## config.mk

```make
export PLATFORM = sky130hd
export DESIGN_NAME = fir_tap_seq
export DESIGN_NICKNAME = d
export VERILOG_FILES = /design/src/rtl/mac_pkg.sv /design/src/rtl/tap_ram.sv /design/src/rtl/fir_tap_seq.sv
export SDC_FILE = /design/constraint.sdc
export NUM_CORES = 1
export LEC_CHECK = 0
export CAP_MARGIN = 20
export CORE_UTILIZATION = 34
export CTS_CLUSTER_DIAMETER = 40
export DETAILED_ROUTE_END_ITERATION = 16
export DONT_BUFFER_PORTS = 1
export SYNTH_ARGS = -nofsm -noshare
export SYNTH_HDL_FRONTEND = slang
export SYNTH_HIERARCHICAL = 1
export SYNTH_SLANG_ARGS = --single-unit
export TNS_END_PERCENT = 20
```

## constraint.sdc

```tcl
create_clock -name clk -period 4.6 [get_ports clk]
set_clock_uncertainty 0.05 [all_clocks]
set_input_delay 0.92 -clock clk [delete_from_list [all_inputs] [get_ports clk]]
set_output_delay 0.92 -clock clk [all_outputs]
set_load 0.01 [all_outputs]
```

## src/rtl/mac_pkg.sv

```systemverilog
// rtl/mac_pkg.sv - shared types and default sizes for the MAC datapath
package mac_pkg;

    localparam int N_LEN_DEF = 16;
    localparam int Q_LEN_DEF = 8;
    localparam int TAPS_DEF  = 8;
    localparam int AW_DEF    = $clog2(TAPS_DEF);

    typedef enum logic [1:0] {
        IDLE  = 2'd0,
        RUN   = 2'd1,
        FLUSH = 2'd2
    } seq_state_t;

endpackage

```

## src/rtl/tap_ram.sv

```systemverilog
// rtl/tap_ram.sv - DEPTH x W register array, one write port, one combinational read port
module tap_ram #(
    parameter int W     = 16,
    parameter int DEPTH = 8,
    parameter int AW    = $clog2(DEPTH)
) (
    input  logic          clk,
    input  logic          arst_n,
    input  logic          we,
    input  logic [AW-1:0] waddr,
    input  logic [W-1:0]  wdata,
    input  logic [AW-1:0] raddr,
    output logic [W-1:0]  rdata
);

    logic [W-1:0] mem [DEPTH];

    always_ff @(posedge clk or negedge arst_n) begin
        if (!arst_n) begin
            for (int i = 0; i < DEPTH; i++) begin
                mem[i] <= '0;
            end
        end else if (we) begin
            mem[waddr] <= wdata;
        end
    end

    // Read sees the pre-edge contents, so a same-cycle write to raddr returns the old word.
    assign rdata = mem[raddr];

endmodule

```

## src/rtl/fir_tap_seq.sv

```systemverilog
// rtl/fir_tap_seq.sv - sequences delay-line/coefficient pairs into the MAC, one frame per sample
module fir_tap_seq
    import mac_pkg::*;
#(
    parameter int N_LEN = N_LEN_DEF,
    parameter int TAPS  = TAPS_DEF,
    parameter int AW    = $clog2(TAPS)
) (
    input  logic             clk,
    input  logic             arst_n,
    input  logic             ce,
    input  logic             s_valid,
    output logic             s_ready,
    input  logic [N_LEN-1:0] s_data,
    input  logic             flush,
    input  logic             coef_we,
    input  logic [AW-1:0]    coef_addr,
    input  logic [N_LEN-1:0] coef_data,
    output logic             busy,
    output logic [N_LEN-1:0] A,
    output logic [N_LEN-1:0] B,
    output logic             sload
);

    seq_state_t       state;
    logic [AW-1:0]    k;
    logic [AW-1:0]    wr_ptr;
    logic [AW-1:0]    base;
    logic [AW-1:0]    rd_addr;
    logic             last_tap;
    logic             hs;
    logic             coef_wr_en;
    logic [N_LEN-1:0] dl_rdata;
    logic [N_LEN-1:0] coef_rdata;

    assign last_tap   = (state == RUN) && (k == AW'(TAPS - 1));
    assign s_ready    = ce & ((state == IDLE) | last_tap);
    assign hs         = s_valid & s_ready;
    assign coef_wr_en = ce & coef_we & (state == IDLE);
    assign rd_addr    = base - k;
    assign busy       = (state != IDLE);

    tap_ram #(.W(N_LEN), .DEPTH(TAPS), .AW(AW)) u_dl (
        .clk   (clk),
        .arst_n(arst_n),
        .we    (hs),
        .waddr (wr_ptr),
        .wdata (s_data),
        .raddr (rd_addr),
        .rdata (dl_rdata)
    );

    tap_ram #(.W(N_LEN), .DEPTH(TAPS), .AW(AW)) u_coef (
        .clk   (clk),
        .arst_n(arst_n),
        .we    (coef_wr_en),
        .waddr (coef_addr),
        .wdata (coef_data),
        .raddr (k),
        .rdata (coef_rdata)
    );

    always_ff @(posedge clk or negedge arst_n) begin
        if (!arst_n) begin
            state  <= IDLE;
            k      <= '0;
            wr_ptr <= '0;
            base   <= '0;
            A      <= '0;
            B      <= '0;
            sload  <= 1'b0;
        end else if (ce) begin
            case (state)
                IDLE: begin
                    A     <= '0;
                    B     <= '0;
                    sload <= 1'b0;
                    if (hs) begin
                        state <= RUN;
                    end else if (flush) begin
                        state <= FLUSH;
                    end
                end
                RUN: begin
                    A     <= dl_rdata;
                    B     <= coef_rdata;
                    sload <= (k == '0);
                    k     <= k + 1'b1;
                    if (last_tap) begin
                        state <= hs ? RUN : IDLE;
                    end
                end
                FLUSH: begin
                    // Zero pair with sload closes the MAC's running dot product.
                    A     <= '0;
                    B     <= '0;
                    sload <= 1'b1;
                    state <= IDLE;
                end
                default: state <= IDLE;
            endcase
            if (hs) begin
                base   <= wr_ptr;
                wr_ptr <= wr_ptr + 1'b1;
                k      <= '0;
            end
        end
    end

endmodule

```

==> results of run 1 <==
==> final cells by class <==
type                       count  area share (%)
timing repair buffer          16          0.7783
inverter                      11          0.2621
multi-input combinational    456           37.42
clock buffer                  50           7.053
clock inverter                24           2.661
sequential                   300           47.66
tap                          525           4.170
==> worst max-delay path by stage <==
| stage | start | to | cells past startpoint |
|---|---|---|---|
| 4_1_cts | k[1] | u_dl/mem[0] | 6 |
| 6_report | k[0] | A[10] | 8 |
| 3_5_place_dp | k[1] | u_dl/mem[15] | 6 |
| 5_1_grt | k[0] | A[1] | 9 |
| 3_3_place_gp | k[0] | A[2] | 9 |
| 2_1_floorplan | k[0] | A[14] | 8 |
==> flip-flops by register name, summed over array words and instances (netlist names) <==
name / cells
k: 3
u_coef/mem: 128
A: 16
B: 16
sload: 1
u_dl/mem: 128
state: 2
wr_ptr: 3
base: 3
==> power by group through the flow <==
stage	registers, mW	logic, mW	clock network, mW
2_1_floorplan	4.30	3.14	0
3_3_place_gp	4.61	3.51	0
3_5_place_dp	4.66	3.56	0
4_1_cts	4.61	3.59	3.59
5_1_grt	4.76	3.83	3.71
6_report	4.59	3.55	3.51
==> timing repair <==
| item | CTS | global route |
|---|---|---|
| hold buffers | 0 | 1 |
| setup buffers | 0 | 0 |
| hold endpoints to repair | 0 | 5 |
==> cells in the final DEF, fill, tap and decap left out, drive strengths merged, types with 6 or more instances in the layout <==
master	netlist	routed
a22o	26	26
buf	46	15
bufinv	0	9
clkbuf	11	50
dfrtp	300	300
ha	9	9
inv	11	19
mux2	292	292
mux4	64	64
nand2	18	18
nand4b	6	6
o21ai	6	6
==> routing by layer <==
| layer | track usage [%] | vias up | share of wire (%) |
|---|---|---|---|
| met5 | 0 | - | 0 |
| met3 | 3.755 | 50 | 5.2 |
| li1 | - | 3167 | - |
| met4 | 3.759 | 0 | 1.8 |
| met1 | 19.93 | 3824 | 46 |
| met2 | 24.15 | 129 | 47 |
==> Yosys cell counts, types with 2 or more instances <==
| cell type | n |
|---|---|
| dfrtp_1 | 300 |
| mux2_2 | 288 |
| mux4_1 | 56 |
| a22o_1 | 26 |
| buf_2 | 17 |
| nand2_1 | 17 |
| buf_6 | 15 |
| inv_1 | 11 |
| buf_4 | 10 |
| clkbuf_1 | 9 |
| ha_1 | 9 |
| mux4_2 | 8 |
| nand4b_2 | 6 |
| o21ai_0 | 6 |
| buf_1 | 4 |
| mux2_1 | 4 |
| nor4bb_1 | 4 |
| a31oi_1 | 3 |
| xnor2_1 | 3 |
| a21oi_1 | 2 |
| and4bb_2 | 2 |
| clkbuf_2 | 2 |
| nand2b_1 | 2 |
| nand3_1 | 2 |
| nand4_2 | 2 |
| nor4b_4 | 2 |
| xor2_1 | 2 |
==> worst register-to-register path, stage by stage, from the launching register on <==
cell and delay (ns):
dfrtp_2 0.59, ha_1 0.30, fa_1 0.37, xnor2_1 0.23, xnor2_2 0.13, buf_4 0.46
mux4_1 0.41, mux2_2 0.29, a22o_1 0.19
==> kinds of logic (layout without fill, tap and decap cells) <==
logic type,Yosys count,after routing
mux,356,356
xor+xnor,5,5
simple gates,44,44
flops,300,300
compound gates,41,41
fa+ha+maj,10,10
buf+inv,68,101
==> impl_results.md, run 1 <==
- Status: finished, final reports clean
- GRT overflow: 0
- Synth area leaders: dfrtp_1, mux2_2, mux4_1, a22o_1, mux4_2
- H-tree depth: 2
- Layout area overhead: 14.48%
- Critical Path Source Type: flop
- RePlAce Congestion: 0.7016
- CP cell instances: ha_1, fa_1, xnor2_1, xnor2_2, buf_4, mux4_1, mux2_2, a22o_1
- Placed Area: 14,210 µm²
- Main synth FF type: dfrtp_1
- Unrepaired setup endpoints after global routing: false
- Worst-Margin Slew: 0.9738 ns
- Max clock buf depth: 3
- Die W: 203.2 µm
- Ports: 76
- CP Capture Type: flop
- Tcrit/Tclk final: 68.33%
- Delay-heaviest family, CP: multiplexers
- Later-pin clock latency in the skew report: 0.54 ns
- Design Power: 11.66 mW
- Delay of the slowest critical-path stage: 0.59 ns
- Ant. Diodes: 0
- Slowest stage cell, crit path: dfrtp_2
- # setup viols final: 0
- Setup tns final: 0 ns
- Clock root buffer: clkbuf_16
- Slew Limit Headroom: 35.01%
- Total wire length: 29,900 µm
- PD cells: 740.2 nW/µm²
- CTS tree: built
- Fin crit period: 3.143 ns
- Final Hold Viols: 0
- Placeable Area: 39,820 µm²
- YS warnings: 6
- WHS: 0.02747 ns
- DRC: 0
- Comb pwr share: 30.5%
- RR Startpoint: k[0]
- Number of buffers created by CTS: 42
- FF/Latch Area: 7508 µm²
- Initial antenna violation count: 0
- Largest family of logic cells by synthesized area: multiplexers
- Buf/Inv on CP: 1
- Seq pwr share: 39.4%
- Yosys reg bits: 300
- Mux contribution to synthesized area: 35.90%
- Cell total after placement: 1,307
- Setup CP Type: reg -> reg
- NetSw: 3.356 mW
- Fillers: 3,686
- Simple-gate portion of the synthesized area: 2.764%
- Clock transition at the registers of the reported paths: 0.05 ns
- Post-route setup slack: 1.457 ns
- DIE HEIGHT: 203.2 µm
- Port bufs: 0
- Post-synthesis compound-gate area fraction: 2.382%
- Asr flop ratio synth: 100.0%
- Switching part of the total power: 28.78%
- Worst-path fanout max: 32
- EDFF count, synth: 0
- Detail Route Antenna Nets: 0
- R2R cell count: 8
- Die ar.: 41,280 µm²
- FMAX: 318.1 MHz
- Post-Syn Instances: 824
- Peak supply drop: 506.7 µV
- XOR/XNOR Fraction of Synth Area: 0.3182%
- Initial DRT Pass Iterations: 4
- CP required: 4.98 ns
- Slew Viols, Final: 0
- Flop2flop setup slack: 1.46 ns
- Number of global-route vias before repair: 7,703
- Adder-cell share of the synthesized area: 0.9638%
- DR vias: 7,170
- Post-cts gate resize count: 0
- Final non-filler cell total: 1,382
- Per-cell routed wire length: 21.63 µm
- Initial Util: 34.55%
- DRT iter0 DRCs: 316
- Max Cap Viol: 0
- Crit path DAT: 3.52 ns
- Largest area contributor in the netlist: dfrtp_1
- FF-to-FF End: A[10]
- Distinct cells, synth: 39
- Post-route design area: 15,750 µm²
- Syn avg cell area: 16.70 µm²
- DP HPWL: 17,200 µm
- Drt via density: 5.188
- Largest net degree at the start of global routing: 301
- Gr usage total: 14.90%
- Nets@finish: 878
- Net count after synthesis: 875
- Area of the multi-input gates: 5894 µm²
- Sequential area share after synthesis: 54.56%
- Area of the mapped netlist: 13,760 µm²
- Clk sink count: 300
- Pint: 8.306 mW
- Proportion of layout cells with a drive suffix above 1: 47.02%
- Hold crit path type: in -> async
- Pleak: 7.180 nW
- Top cell type's share of synthesized area: 54.56%
- Dpl ws: 1.444 ns
- FP Rows: 73
- First-pass GRT wire length: 47,310 µm
- Clock power share: 30.1%
- Fin util: 39.56%
No activity file was read; power rests on OpenSTA's default activity.
==> run 2, diff against run 1 <==
Clock period 4.6 ns to 3.2 ns, I/O delays scaled along.
==> run 2 against run 1 <==
The flow now finishes with violations (hold timing); first-iteration DRC count decreased by 4.4%; final cell count increased by 0.29%; combinational power increased by 48%; critical endpoint is now u_coef/mem[42]; total power increased by 41%; register-to-register slack got worse by 1.0 ns; critical path type unchanged; global-route usage decreased by 0.13 points; final area decreased by 0.21%; highest routed layer unchanged.
==> impl_results.md, run 2 (same netlist as run 1, synthesis figures left out) <==
- Slowest stage cell, crit path: nand4b_2
- Proportion of layout cells with a drive suffix above 1: 47.74% (+0.71 points)
- Number of buffers created by CTS: 39 (-7.1%)
- DIE HEIGHT: 203.2 µm (unchanged)
- Most common cell after layout, fill and taps aside: dfrtp_1
- Unrepaired setup endpoints after global routing: false
- Ports: 76 (unchanged)
- Flop2flop setup slack: 0.43 ns (-1.03 ns)
- Die W: 203.2 µm (unchanged)
- Largest net degree at the start of global routing: 301 (unchanged)
- Worst-Margin Slew: 0.8475 ns (-0.1264 ns)
- Later-pin clock latency in the skew report: 0.54 ns (about the same)
- Pleak: 7.177 nW (about the same)
- Drt via density: 5.131 (-1.1%)
- Crit. Startpoint: state[0]
- CP required: 3.55 ns (-1.43 ns)
- # setup viols final: 0 (unchanged)
- RePlAce Congestion: 0.7126 (+1.6%)
- Fin util: 39.47% (-0.085 points)
- Status: finished, violations left
- Post-CTS setup buffer count: 0 (unchanged)
- Placed Area: 14,300 µm² (+0.63%)
- Port bufs: 0 (unchanged)
- DR vias: 7,112 (-0.81%)
- GRT overflow: 0 (unchanged)
- RR Startpoint: state[0]
- Post-cts gate resize count: 0 (unchanged)
- DRT iter0 DRCs: 302 (-4.4%)
- Worst-path fanout max: 16 (-50%)
- Die ar.: 41,280 µm² (unchanged)
- Hold crit path type: in -> async
- FMAX: 360.8 MHz (+13%)
- Setup CP Type: reg -> reg
- Critical Path Source Type: flop
- CP Capture Type: flop
- Ant. Diodes: 0 (unchanged)
- WHS: -0.2460 ns (-0.2734 ns)
- DRC: 0 (unchanged)
- Post-route design area: 15,720 µm² (-0.21%)
- Biggest regs: u_coef/mem: 128 flops, u_dl/mem: 128 flops
- Max Cap Viol: 0 (unchanged)
- Gr usage total: 14.77% (-0.13 points)
- Initial Util: 34.55% (unchanged)
- Tcrit/Tclk final: 86.62% (+18 points)
- Delay of the slowest critical-path stage: 0.75 ns (+0.16 ns)
- R2R cell count: 5 (-3)
- Per-cell routed wire length: 21.31 µm (-1.5%)
- Nets@finish: 881 (+0.34%)
- Crit path DAT: 3.12 ns (-0.40 ns)
- CTS tree: built
- Placeable Area: 39,820 µm² (unchanged)
- DP HPWL: 17,030 µm (-1.0%)
- First-pass GRT wire length: 46,690 µm (-1.3%)
- Slew Viols, Final: 0 (unchanged)
- Final non-filler cell total: 1,386 (+0.29%)
- Initial DRT Pass Iterations: 4 (unchanged)
- Layout area overhead: 14.24%
- PD cells: 1048 nW/µm² (+42%)
- Final Hold Viols: 300 (+300)
- FP Rows: 73 (unchanged)
- Cell total after placement: 1,314 (+0.54%)
- Slew Limit Headroom: 43.29% (+8.3 points)
- Fin crit period: 2.772 ns (-0.3714 ns)
- Clock transition at the registers of the reported paths: 0.06 ns (about the same)
- Max clock buf depth: 3 (unchanged)
- Clk sink count: 300 (unchanged)
- Detail Route Antenna Nets: 0 (unchanged)
- Setup tns final: 0 ns (unchanged)
- H-tree depth: 2 (unchanged)
- FF-to-FF End: u_coef/mem[42]
- Clock root buffer: clkbuf_16
- Most frequent cells in the layout: dfrtp_1, mux2_2, mux4_1, clkbuf_16, a22o_1
- Peak supply drop: 484.1 µV (-4.5%)
- Failing checks: hold timing
- CP cell instances: inv_1, ha_1, and3_1, nand4b_2, mux2_2
- Total wire length: 29,540 µm (-1.2%)
- Initial antenna violation count: 0 (unchanged)
- Number of global-route vias before repair: 7,720 (+0.22%)
-- run 2: power by group --
part | internal, mW | switching, mW | total [mW]
Clock | 2.95 | 1.73 | 4.68
Sequential | 5.50 | 1.03 | 6.53
Combinational | 3.28 | 1.99 | 5.27
Total | 11.7 | 4.75 | 16.5
-- run 2: worst max path at each step --
stage	end	slack (ns)	depth (start not counted)
after floorplan	A[14]	0.53	8
after global placement	u_coef/mem[38]	0.44	5
after detailed placement	u_coef/mem[47]	0.41	5
after CTS	u_coef/mem[40]	0.41	5
after global routing	u_dl/mem[45]	0.27	6
final	u_coef/mem[42]	0.43	5
-- run 2: metal layers --
layer	vias up	part of all wire, %	global-route usage [%]
li1	3162	-	-
met3	40	6.0	4.139
met5	-	0	0
met4	0	1.7	3.652
met1	3780	44	19.17
met2	130	48	24.32
-- run 2: final cells by class --
class	count	area, µm²
repair buffers	22	202.7
multi-input cells	456	5894
clock inverters	24	325.3
fillers	3741	24100
clock buffers	48	1091
flip-flops and latches	300	7508
inverters	11	41.29
well taps	525	656.9
-- run 2: worst max-delay path: cells and delay by family (launching register included) --
family                   cells  cell delay, ns
flip-flops                   1            0.51
adder cells (fa/ha/maj)      1            0.17
multiplexers                 1            0.54
AND/OR/NAND/NOR              2            1.22
buffers and inverters        1            0.14
-- run 2: metrics by stage --
step	setup WS (ns)	power, mW
after CTS	0.4107	16.75
after global placement	0.4376	11.83
after floorplan	0.5302	10.70
after global routing	0.2675	17.44
final	0.4280	16.48
after detailed placement	0.4148	11.97
